--- src/rtl/mem_access_ctrl.sv ---
// mem_access_ctrl: sequences one load/store at a time between the MEM stage and
// the data RAM. It decodes SPARC op3 into size/sign/direction and rejects illegal
// or misaligned requests without touching memory. It holds the memory handshake
// until mem_mfc arrives or the timeout expires, then returns a one-cycle response
// carrying the extended load data and a fault code.
module mem_access_ctrl #(
  parameter int TIMEOUT = 16
) (
  input  logic        clk,
  input  logic        reset,
  input  logic        req_valid,
  input  logic [5:0]  op3,
  input  logic [31:0] addr,
  input  logic [31:0] wdata,
  output logic        req_ready,
  output logic        resp_valid,
  output logic [31:0] rdata,
  output logic [1:0]  fault,
  output logic        mem_en,
  output logic        mem_rw,
  output logic [1:0]  mem_size,
  output logic [31:0] mem_addr,
  output logic [31:0] mem_wdata,
  input  logic        mem_mfc,
  input  logic [31:0] mem_rdata
);

  localparam logic [1:0] ST_IDLE   = 2'd0;
  localparam logic [1:0] ST_ACCESS = 2'd1;
  localparam logic [1:0] ST_RESP   = 2'd2;

  localparam logic [1:0] SZ_BYTE = 2'b00;
  localparam logic [1:0] SZ_HALF = 2'b01;
  localparam logic [1:0] SZ_WORD = 2'b10;

  localparam logic [1:0] FLT_OK      = 2'b00;
  localparam logic [1:0] FLT_ALIGN   = 2'b01;
  localparam logic [1:0] FLT_TIMEOUT = 2'b10;
  localparam logic [1:0] FLT_ILLEGAL = 2'b11;

  localparam int            CW   = (TIMEOUT > 2) ? $clog2(TIMEOUT) : 1;
  localparam logic [CW-1:0] TMAX = CW'(TIMEOUT - 1);

  // op3 decode helpers: legality, access size, direction (1 = read) and sign
  function automatic logic f_legal(input logic [5:0] op);
    case (op)
      6'b001001, 6'b001010, 6'b000001, 6'b000010,
      6'b000000, 6'b000101, 6'b000110, 6'b000100: f_legal = 1'b1;
      default:                                     f_legal = 1'b0;
    endcase
  endfunction

  // illegal op3 reports word size so the memory-side outputs look like the idle default
  function automatic logic [1:0] f_size(input logic [5:0] op);
    case (op)
      6'b001001, 6'b000001, 6'b000101: f_size = SZ_BYTE;
      6'b001010, 6'b000010, 6'b000110: f_size = SZ_HALF;
      default:                         f_size = SZ_WORD;
    endcase
  endfunction

  function automatic logic f_rw(input logic [5:0] op);
    case (op)
      6'b000101, 6'b000110, 6'b000100: f_rw = 1'b0;
      default:                         f_rw = 1'b1;
    endcase
  endfunction

  function automatic logic f_sgn(input logic [5:0] op);
    f_sgn = (op == 6'b001001) || (op == 6'b001010);
  endfunction

  logic [1:0]    r_state;
  logic [1:0]    w_state_next;
  logic [5:0]    r_op3;
  logic [31:0]   r_addr;
  logic [31:0]   r_wdata;
  logic [CW-1:0] r_cnt;
  logic [31:0]   r_rdata;
  logic [1:0]    r_fault;

  logic          w_in_legal;
  logic [1:0]    w_in_size;
  logic          w_in_misal;
  logic [1:0]    w_lat_size;
  logic          w_lat_rw;
  logic          w_lat_sgn;
  logic          w_timeout;
  logic [31:0]   w_ext_rdata;
  logic [31:0]   w_masked_wdata;

  assign w_in_legal = f_legal(op3);
  assign w_in_size  = f_size(op3);
  assign w_in_misal = ((w_in_size == SZ_HALF) && addr[0]) ||
                      ((w_in_size == SZ_WORD) && (addr[1:0] != 2'b00));
  assign w_lat_size = f_size(r_op3);
  assign w_lat_rw   = f_rw(r_op3);
  assign w_lat_sgn  = f_sgn(r_op3);
  assign w_timeout  = (r_cnt == TMAX);

  // sign/zero extension of the returned read data according to the latched op3
  always_comb begin
    w_ext_rdata = mem_rdata;
    case (w_lat_size)
      SZ_BYTE: w_ext_rdata = {{24{w_lat_sgn & mem_rdata[7]}}, mem_rdata[7:0]};
      SZ_HALF: w_ext_rdata = {{16{w_lat_sgn & mem_rdata[15]}}, mem_rdata[15:0]};
      default: w_ext_rdata = mem_rdata;
    endcase
  end

  // store data with bits above the access size forced to zero
  always_comb begin
    w_masked_wdata = r_wdata;
    case (w_lat_size)
      SZ_BYTE: w_masked_wdata = {24'd0, r_wdata[7:0]};
      SZ_HALF: w_masked_wdata = {16'd0, r_wdata[15:0]};
      default: w_masked_wdata = r_wdata;
    endcase
  end

  // state register
  always_ff @(posedge clk) begin
    if (reset) r_state <= ST_IDLE;
    else       r_state <= w_state_next;
  end

  // next-state logic: faults on accept skip ACCESS entirely; mfc beats timeout
  always_comb begin
    w_state_next = r_state;
    case (r_state)
      ST_IDLE: begin
        if (req_valid) begin
          if (!w_in_legal || w_in_misal) w_state_next = ST_RESP;
          else                           w_state_next = ST_ACCESS;
        end
      end
      ST_ACCESS: begin
        if (mem_mfc || w_timeout) w_state_next = ST_RESP;
      end
      ST_RESP: w_state_next = ST_IDLE;
      default: w_state_next = ST_IDLE;
    endcase
  end

  // outputs decoded from state and the latched request
  always_comb begin
    req_ready  = (r_state == ST_IDLE);
    mem_en     = (r_state == ST_ACCESS);
    resp_valid = (r_state == ST_RESP);
    rdata      = r_rdata;
    fault      = r_fault;
    mem_rw     = w_lat_rw;
    mem_size   = w_lat_size;
    mem_addr   = r_addr;
    mem_wdata  = w_masked_wdata;
  end

  // request latch, timeout counter and response registers
  always_ff @(posedge clk) begin
    if (reset) begin
      r_op3   <= 6'b000000;  // decodes as a word read: the idle memory-side defaults
      r_addr  <= 32'd0;
      r_wdata <= 32'd0;
      r_cnt   <= '0;
      r_rdata <= 32'd0;
      r_fault <= FLT_OK;
    end else begin
      case (r_state)
        ST_IDLE: begin
          if (req_valid) begin
            r_op3   <= op3;
            r_addr  <= addr;
            r_wdata <= wdata;
            r_cnt   <= '0;
            if (!w_in_legal) begin
              r_fault <= FLT_ILLEGAL;
              r_rdata <= 32'd0;
            end else if (w_in_misal) begin
              r_fault <= FLT_ALIGN;
              r_rdata <= 32'd0;
            end
          end
        end
        ST_ACCESS: begin
          if (mem_mfc) begin
            r_fault <= FLT_OK;
            r_rdata <= w_lat_rw ? w_ext_rdata : 32'd0;
          end else if (w_timeout) begin
            r_fault <= FLT_TIMEOUT;
            r_rdata <= 32'd0;
          end else begin
            r_cnt <= r_cnt + CW'(1);
          end
        end
        default: ;
      endcase
    end
  end

endmodule

--- config.mk ---
export PLATFORM = sky130hd
export DESIGN_NAME = mem_access_ctrl
export DESIGN_NICKNAME = d
export VERILOG_FILES = /design/src/rtl/mem_access_ctrl.sv
export SDC_FILE = /design/constraint.sdc
export NUM_CORES = 1
export LEC_CHECK = 0
export CORE_ASPECT_RATIO = 2
export CORE_UTILIZATION = 40
export CTS_CLUSTER_SIZE = 16
export DETAILED_ROUTE_END_ITERATION = 10
export MAX_ROUTING_LAYER = met4
export PLACE_DENSITY = 0.78
export RECOVER_POWER = 100
export SKIP_CTS_REPAIR_TIMING = 1
export SYNTH_ARGS = -nofsm -noshare
export SYNTH_HDL_FRONTEND = slang
export SYNTH_SLANG_ARGS = --single-unit
--- constraint.sdc ---
create_clock -name clk -period 2.4 [get_ports clk]
set_input_delay 0.48 -clock clk [delete_from_list [all_inputs] [get_ports clk]]
set_output_delay 0.48 -clock clk [all_outputs]
set_load 0.005 [all_outputs]
==> impl_metrics.yaml, run 1 <==
clocking:
  clock_path_buffers: 2
  cts_tree: "built"
  cts-htree-levels: 3
  clockRootBuffer: "clkbuf_16"
  path_clk_slew_ps: 70
  cts_buffers: 9
  clkLatencyLatePin_ps: 340
  cts_sinks: 110
sta:
  holdWs_ps: 452
  finalSetupViolCount: 6
  max_freq_ghz: 0.411
  skew_ps: 6.98
  max_slew_margin: 0.270
  finalCritPeriodShare: 1.01
  setup_slack_ps: -34.5
  hold_viol: 0
  rsz0062_at_grt: "true"
  worst_slew_pin_slew_ps: 1090
  min_period_ps: 2430
  final-max-slew-violation-count: 0
worst_setup_path:
  reg2reg_slack_ps: 110
  critPathRequiredTime_ps: 1920
  cp-start-kind: "flip-flop"
  end_kind: "output pin"
  r2r-end: "rdata[20]"
  r2r_start: "r_op3[3]"
  worstSetupPathType: "flip-flop to output pin"
  setup.worst_path.start: "r_op3[3]"
  r2r_cells: 4
  path_max_fanout: 5
  worst_ep_arrival_time_ps: 1950
floorplan:
  core_area_um2: 11200
  dieHeight_um: 154
  die-area_um2: 12000
  die_w_um: 77.8
  pin_count: 210
  core.rowCount: 55
  start_util: 0.410
power_and_ir_drop:
  power_density_nw_per_um2: 584
  leakagePower_nw: 3.09
  vdd_drop_max_v: 0.000380
global_routing:
  grt_pass1_wl_um: 20900
  grt_pass1_vias: 4368
  grt_overflow: 0
  grtUsageTotal: 0.228
  grt_max_degree: 113
  grt_antenna_before_repair: 0
synthesis:
  ys_warn_count: 0
  synth_edf_count: 0
  syn-num-nets: 667
  netlist_area_um2: 4600
  ys_types: 46
  synth.avg_cell_area_um2: 8.26
  async_reset_ff_frac: 0
  synth_seq_area_share: 0.479
  synthCells: 557
  synth_seq_cells: 110
  synth-main-ff-cell: "dfxtp_1"
final_layout:
  antenna-diode-count: 0
  fin_util: 0.643
  final_cells: 897
  layout_common_cells: "nand2_1, clkdlybuf4s50_1, dfxtp_1, a21oi_1, dlygate4sd3_1"
  area_growth_pct: 57.0
  multiInputGateArea_um2: 2090
  drive_gt1_frac: 0.0848
  nNetsFinal: 860
  design_area_um2: 7220
  layout.area.seq_um2: 2210
  fillers: 951
  final_common_cell: "nand2_1"
worst_hold_path:
  worstHoldEndpoint: "r_wdata[5]"
  holdCritStartpoint: "r_wdata[5]"
  holdPathStages: 2
  hold_class: "flip-flop to flip-flop"
drt:
  drc: 0
  first_pass_iters: 4
  ant_nets: 0
  wirelength_um: 13600
  num_vias: 4477
  drt-initial-drc-count: 208
  routedWlPerCell_um: 15.2
  via_per_inst: 4.99
run_status:
  status: "finished with violations"
  violations: "setup timing"
job:
  cap_violations: 0
placed_design:
  numPlacedInstances: 875
  hpwl_um: 9650
  place.gp.congestion: 0.822
  place_area_um2: 6790
  portBuffers: 209
==> critical path, stage by stage, from the launching register on <==
cell and delay (ps):
dfxtp_2 350, a211o_4 380, or2_4 270, and2_1 170
clkdlybuf4s50_1 440
==> how the worst max path moves through the flow <==
stage	endpoint	slack, ps	cells after the start
final	mem_wdata[11]	-30	4
after global routing	mem_wdata[10]	-80	4
after CTS	mem_wdata[13]	-250	4
after detailed placement	rdata[20]	-110	5
after global placement	rdata[21]	-60	8
after floorplan	rdata[10]	490	7
==> cell usage after synthesis (2+ instances only) <==
cell      number  share of area
and2_1        10          0.014
nand2_1      153           0.12
a21oi_1       81          0.088
nor2_1        24          0.020
buf_4         12          0.020
ha_1           4          0.011
o32ai_2       10          0.035
clkbuf_1      22          0.018
o21ai_0        2         0.0022
mux2i_1        2         0.0044
o32ai_1       14          0.027
buf_2          5         0.0054
o21ai_1        8         0.0087
dfxtp_1      110           0.48
inv_1         28          0.023
nor3_1         2         0.0022
nand2b_1      14          0.019
nor2b_1       19          0.026
a31oi_4        2         0.0093
nand3_1        3         0.0033
a31oi_1        2         0.0027
buf_1          6         0.0049
==> metal layers <==
layer | vias to the layer above | share of wire | track usage
met5 | - | 0 | -
met1 | 2071 | 0.37 | 0.244
met3 | 34 | 0.048 | 0.0362
met2 | 158 | 0.54 | 0.401
met4 | 0 | 0.036 | 0.112
li1 | 2214 | - | -
==> cell type report <==
cell class,instances,area share
multi-input combinational,374,0.289
clock buffer,9,0.0312
sequential,110,0.306
timing repair buffer,227,0.322
inverter,28,0.0146
clock inverter,7,0.0123
tap,142,0.0246
==> flip-flops by register name, summed over array words and instances, names as in the netlist <==
signal	cells
mem_addr	32
r_wdata	32
rdata	32
r_op3	6
r_cnt	4
fault	2
r_state	2
==> metrics by stage <==
step                      worst slack, ps  total power [W]  setup TNS (ps)
after global placement              -59.5          0.00268           -1110
after CTS                            -252          0.00426           -4770
after global routing                -79.3          0.00440            -647
final                               -34.5          0.00421            -136
after floorplan                       490          0.00228               0
after detailed placement             -110          0.00270           -2080
==> cell families (layout without fill, tap and decap cells) <==
group                    count (synthesis)  count (layout)  synth area share
AND/OR/NAND/NOR                        236             237             0.233
AO/OA/AOI/OAI                          129             129             0.195
adder cells (fa/ha/maj)                  4               4            0.0109
XOR/XNOR                                 1               1           0.00191
multiplexers                             3               3           0.00680
buffers and inverters                   74             271            0.0732
flip-flops                             110             110             0.479
==> power by group <==
part | switching (W) | internal (W)
logic | 0.000309 | 0.000396
clock network | 0.000721 | 0.000840
registers | 0.0000451 | 0.00190
total | 0.00108 | 0.00314
(Power assumes the default switching activity.)
==> run 2, diff against run 1 <==
--- a/config.mk
+++ b/config.mk
@@ -12,7 +12,7 @@
 export MAX_ROUTING_LAYER = met4
 export PLACE_DENSITY = 0.78
 export RECOVER_POWER = 100
-export SKIP_CTS_REPAIR_TIMING = 1
+export SETUP_SLACK_MARGIN = 0.5
 export SYNTH_ARGS = -nofsm -noshare
 export SYNTH_HDL_FRONTEND = slang
 export SYNTH_SLANG_ARGS = --single-unit
==> run 2 against run 1 <==
Net effect:
- design area increased by 2.1%
- largest cell class unchanged
- critical path type unchanged
- sequential share of layout area decreased by 0.53 points
- clock skew increased by 5.2 ps
- sequential power about the same
- fmax increased by 6.2%
- the flow now finishes without violations
- cell count increased by 2.9%
- combinational power increased by 12%
==> impl_metrics.yaml, run 2 (same netlist as run 1, synthesis figures left out) <==
run_status:
  status: "finished, final reports clean"
placed_design:
  place.gp.congestion: 0.834
  portBuffers: 209
  hpwl_um: 9650
  numPlacedInstances: 874
final_layout:
  multiInputGateArea_um2: 2120
  area_growth_pct: 60.2
  layout_common_cells: "nand2_1, dfxtp_1, clkdlybuf4s50_1, dlygate4sd3_1, a21oi_1"
  layout.area.seq_um2: 2210
  fillers: 928
  final_cells: 923
  drive_gt1_frac: 0.141
  nNetsFinal: 886
  final_common_cell: "nand2_1"
  antenna-diode-count: 0
global_routing:
  grt_max_degree: 113
  use_met2: 0.462
  grt_pass1_wl_um: 23000
  grtUsageTotal: 0.253
  grt_use_met3: 0.0445
  grt_pass1_vias: 4753
  grt.busiest_layer: "met2"
  grt_overflow: 0
  grt_antenna_before_repair: 0
  met1_usage: 0.257
power_and_ir_drop:
  switchingPower_w: 0.00112
  power_density_nw_per_um2: 584
  power.internal_w: 0.00318
  leakagePower_nw: 3.02
  vdd_drop_max_v: 0.000392
  seq_power_share: 0.452
  pwr-share-comb: 0.184
  switching_share: 0.260
  clockPowerShare: 0.364
worst_setup_path:
  crit_chain: "a211o_1, or2_4, clkbuf_1, and2_1, clkbuf_1"
  worstSetupPathType: "flip-flop to output pin"
  end_kind: "output pin"
  r2r-end: "fault[1]"
  path_max_fanout: 5
  worst_ep_arrival_time_ps: 1810
  critPathRequiredTime_ps: 1920
  crit_path_frequent_cell: "clkbuf_1"
  r2r_start: "r_cnt[1]"
  reg2reg_slack_ps: 140
  cp_slowest_cell: "a211o_1"
  cp-start-kind: "flip-flop"
  slowest_delay_ps: 400
  r2r_cells: 7
sta:
  max_slew_margin: 0.450
  setup_tns_ps: 0
  skew_ps: 12.1
  rsz0062_at_grt: "true"
  finalCritPeriodShare: 0.956
  worst_slew_pin_slew_ps: 823
  max_freq_ghz: 0.436
  min_period_ps: 2290
  final-max-slew-violation-count: 0
  hold_viol: 0
  finalSetupViolCount: 0
floorplan:
  dieHeight_um: 154
  pin_count: 210
  die_w_um: 77.8
  die-area_um2: 12000
  core_area_um2: 11200
  start_util: 0.410
  core.rowCount: 55
clocking:
  cts_hold_buf: 0
  cts_tree: "built"
  clock_path_buffers: 2
  cts-htree-levels: 3
  cts_sinks: 110
  clkLatencyLatePin_ps: 350
  clockRootBuffer: "clkbuf_16"
  path_clk_slew_ps: 70
  cts_buffers: 9
drt:
  drc: 0
  routedWlPerCell_um: 16.5
  wirelength_um: 15200
  num_vias: 4701
  first_pass_iters: 6
  drt-initial-drc-count: 308
  ant_nets: 0
  via_per_inst: 5.09
worst_hold_path:
  holdCritStartpoint: "op3[1]"
  worstHoldEndpoint: "r_op3[1]"
  hold_class: "input pin to flip-flop"
  holdPathStages: 3
job:
  cap_violations: 0
[run 2: changes by cell type in the layout (fill, tap and decap cells not counted), sizes merged]
cell	before	now
buf	16	46
bufbuf	0	1
clkbuf	12	35
clkdlybuf4s25	0	2
clkdlybuf4s50	116	101
clkinv	0	1
clkinvlp	1	0
dlygate4sd2	0	1
dlygate4sd3	77	75
dlymetal6s2s	15	1
[run 2: what timing repair did]
item / CTS / global route
gates cloned: 6 / 2
pin swaps: 16 / 3
gates resized for setup: 154 / 14
setup buffers: 20 / 5
endpoints found under the setup margin: 65 / 58
[run 2: worst max path at each step]
| stage | start | end | slack, ps | depth (start not counted) |
|---|---|---|---|---|
| after floorplan | op3[0] | rdata[10] | 490 | 7 |
| after global placement | op3[1] | rdata[17] | -50 | 8 |
| after detailed placement | op3[1] | rdata[19] | -110 | 8 |
| after CTS | r_op3[2] | mem_wdata[19] | 170 | 7 |
| after global routing | r_op3[3] | mem_wdata[10] | 60 | 5 |
| final | r_op3[3] | mem_wdata[13] | 110 | 5 |
[run 2: per-stage QoR]
step / utilization / power (W) / hold WS (ps) / setup WS, ps / instance area [µm²]
global route: 0.657 / 0.00448 / 415 / 61.5 / 7370
global placement: 0.607 / 0.00269 / 437 / -53.9 / 6810
CTS: 0.665 / 0.00436 / 453 / 174 / 7460
detailed placement: 0.607 / 0.00270 / 442 / -106 / 6810
finish: 0.657 / 0.00430 / 423 / 107 / 7370
floorplan: - / 0.00228 / 432 / 490 / 4600
[run 2: worst max-delay path, delay by kind of cell, from the launching register on]
family	cells	cell delay, ps
AND/OR/NAND/NOR	2	470
AO/OA/AOI/OAI	1	400
flip-flops	1	350
buffers and inverters	2	250
[run 2: cell type report]
cell class,instances,area share
Tap cell,142,0.0241
Multi-Input combinational cell,374,0.288
Timing Repair Buffer,253,0.331
Clock buffer,9,0.0306
Inverter,28,0.0143
Sequential cell,110,0.300
Clock inverter,7,0.0117
[run 2: power by group through the flow]
stage | sequential (W) | combinational [W] | clock, W
after floorplan | 0.00198 | 0.000297 | 0
after global placement | 0.00198 | 0.000703 | 0
after detailed placement | 0.00199 | 0.000714 | 0
after CTS | 0.00194 | 0.000824 | 0.00159
after global routing | 0.00195 | 0.000853 | 0.00168
final | 0.00194 | 0.000793 | 0.00156
[run 2: per-layer routing]
metal  routed length (µm)  part of all wire  vias to the layer above
li1                     -                 -                     2267
met1                 5560              0.37                     2239
met2                 8510              0.56                      165
met3                  697             0.046                       30
met4                  420             0.028                        0
met5                    0                 0                        -
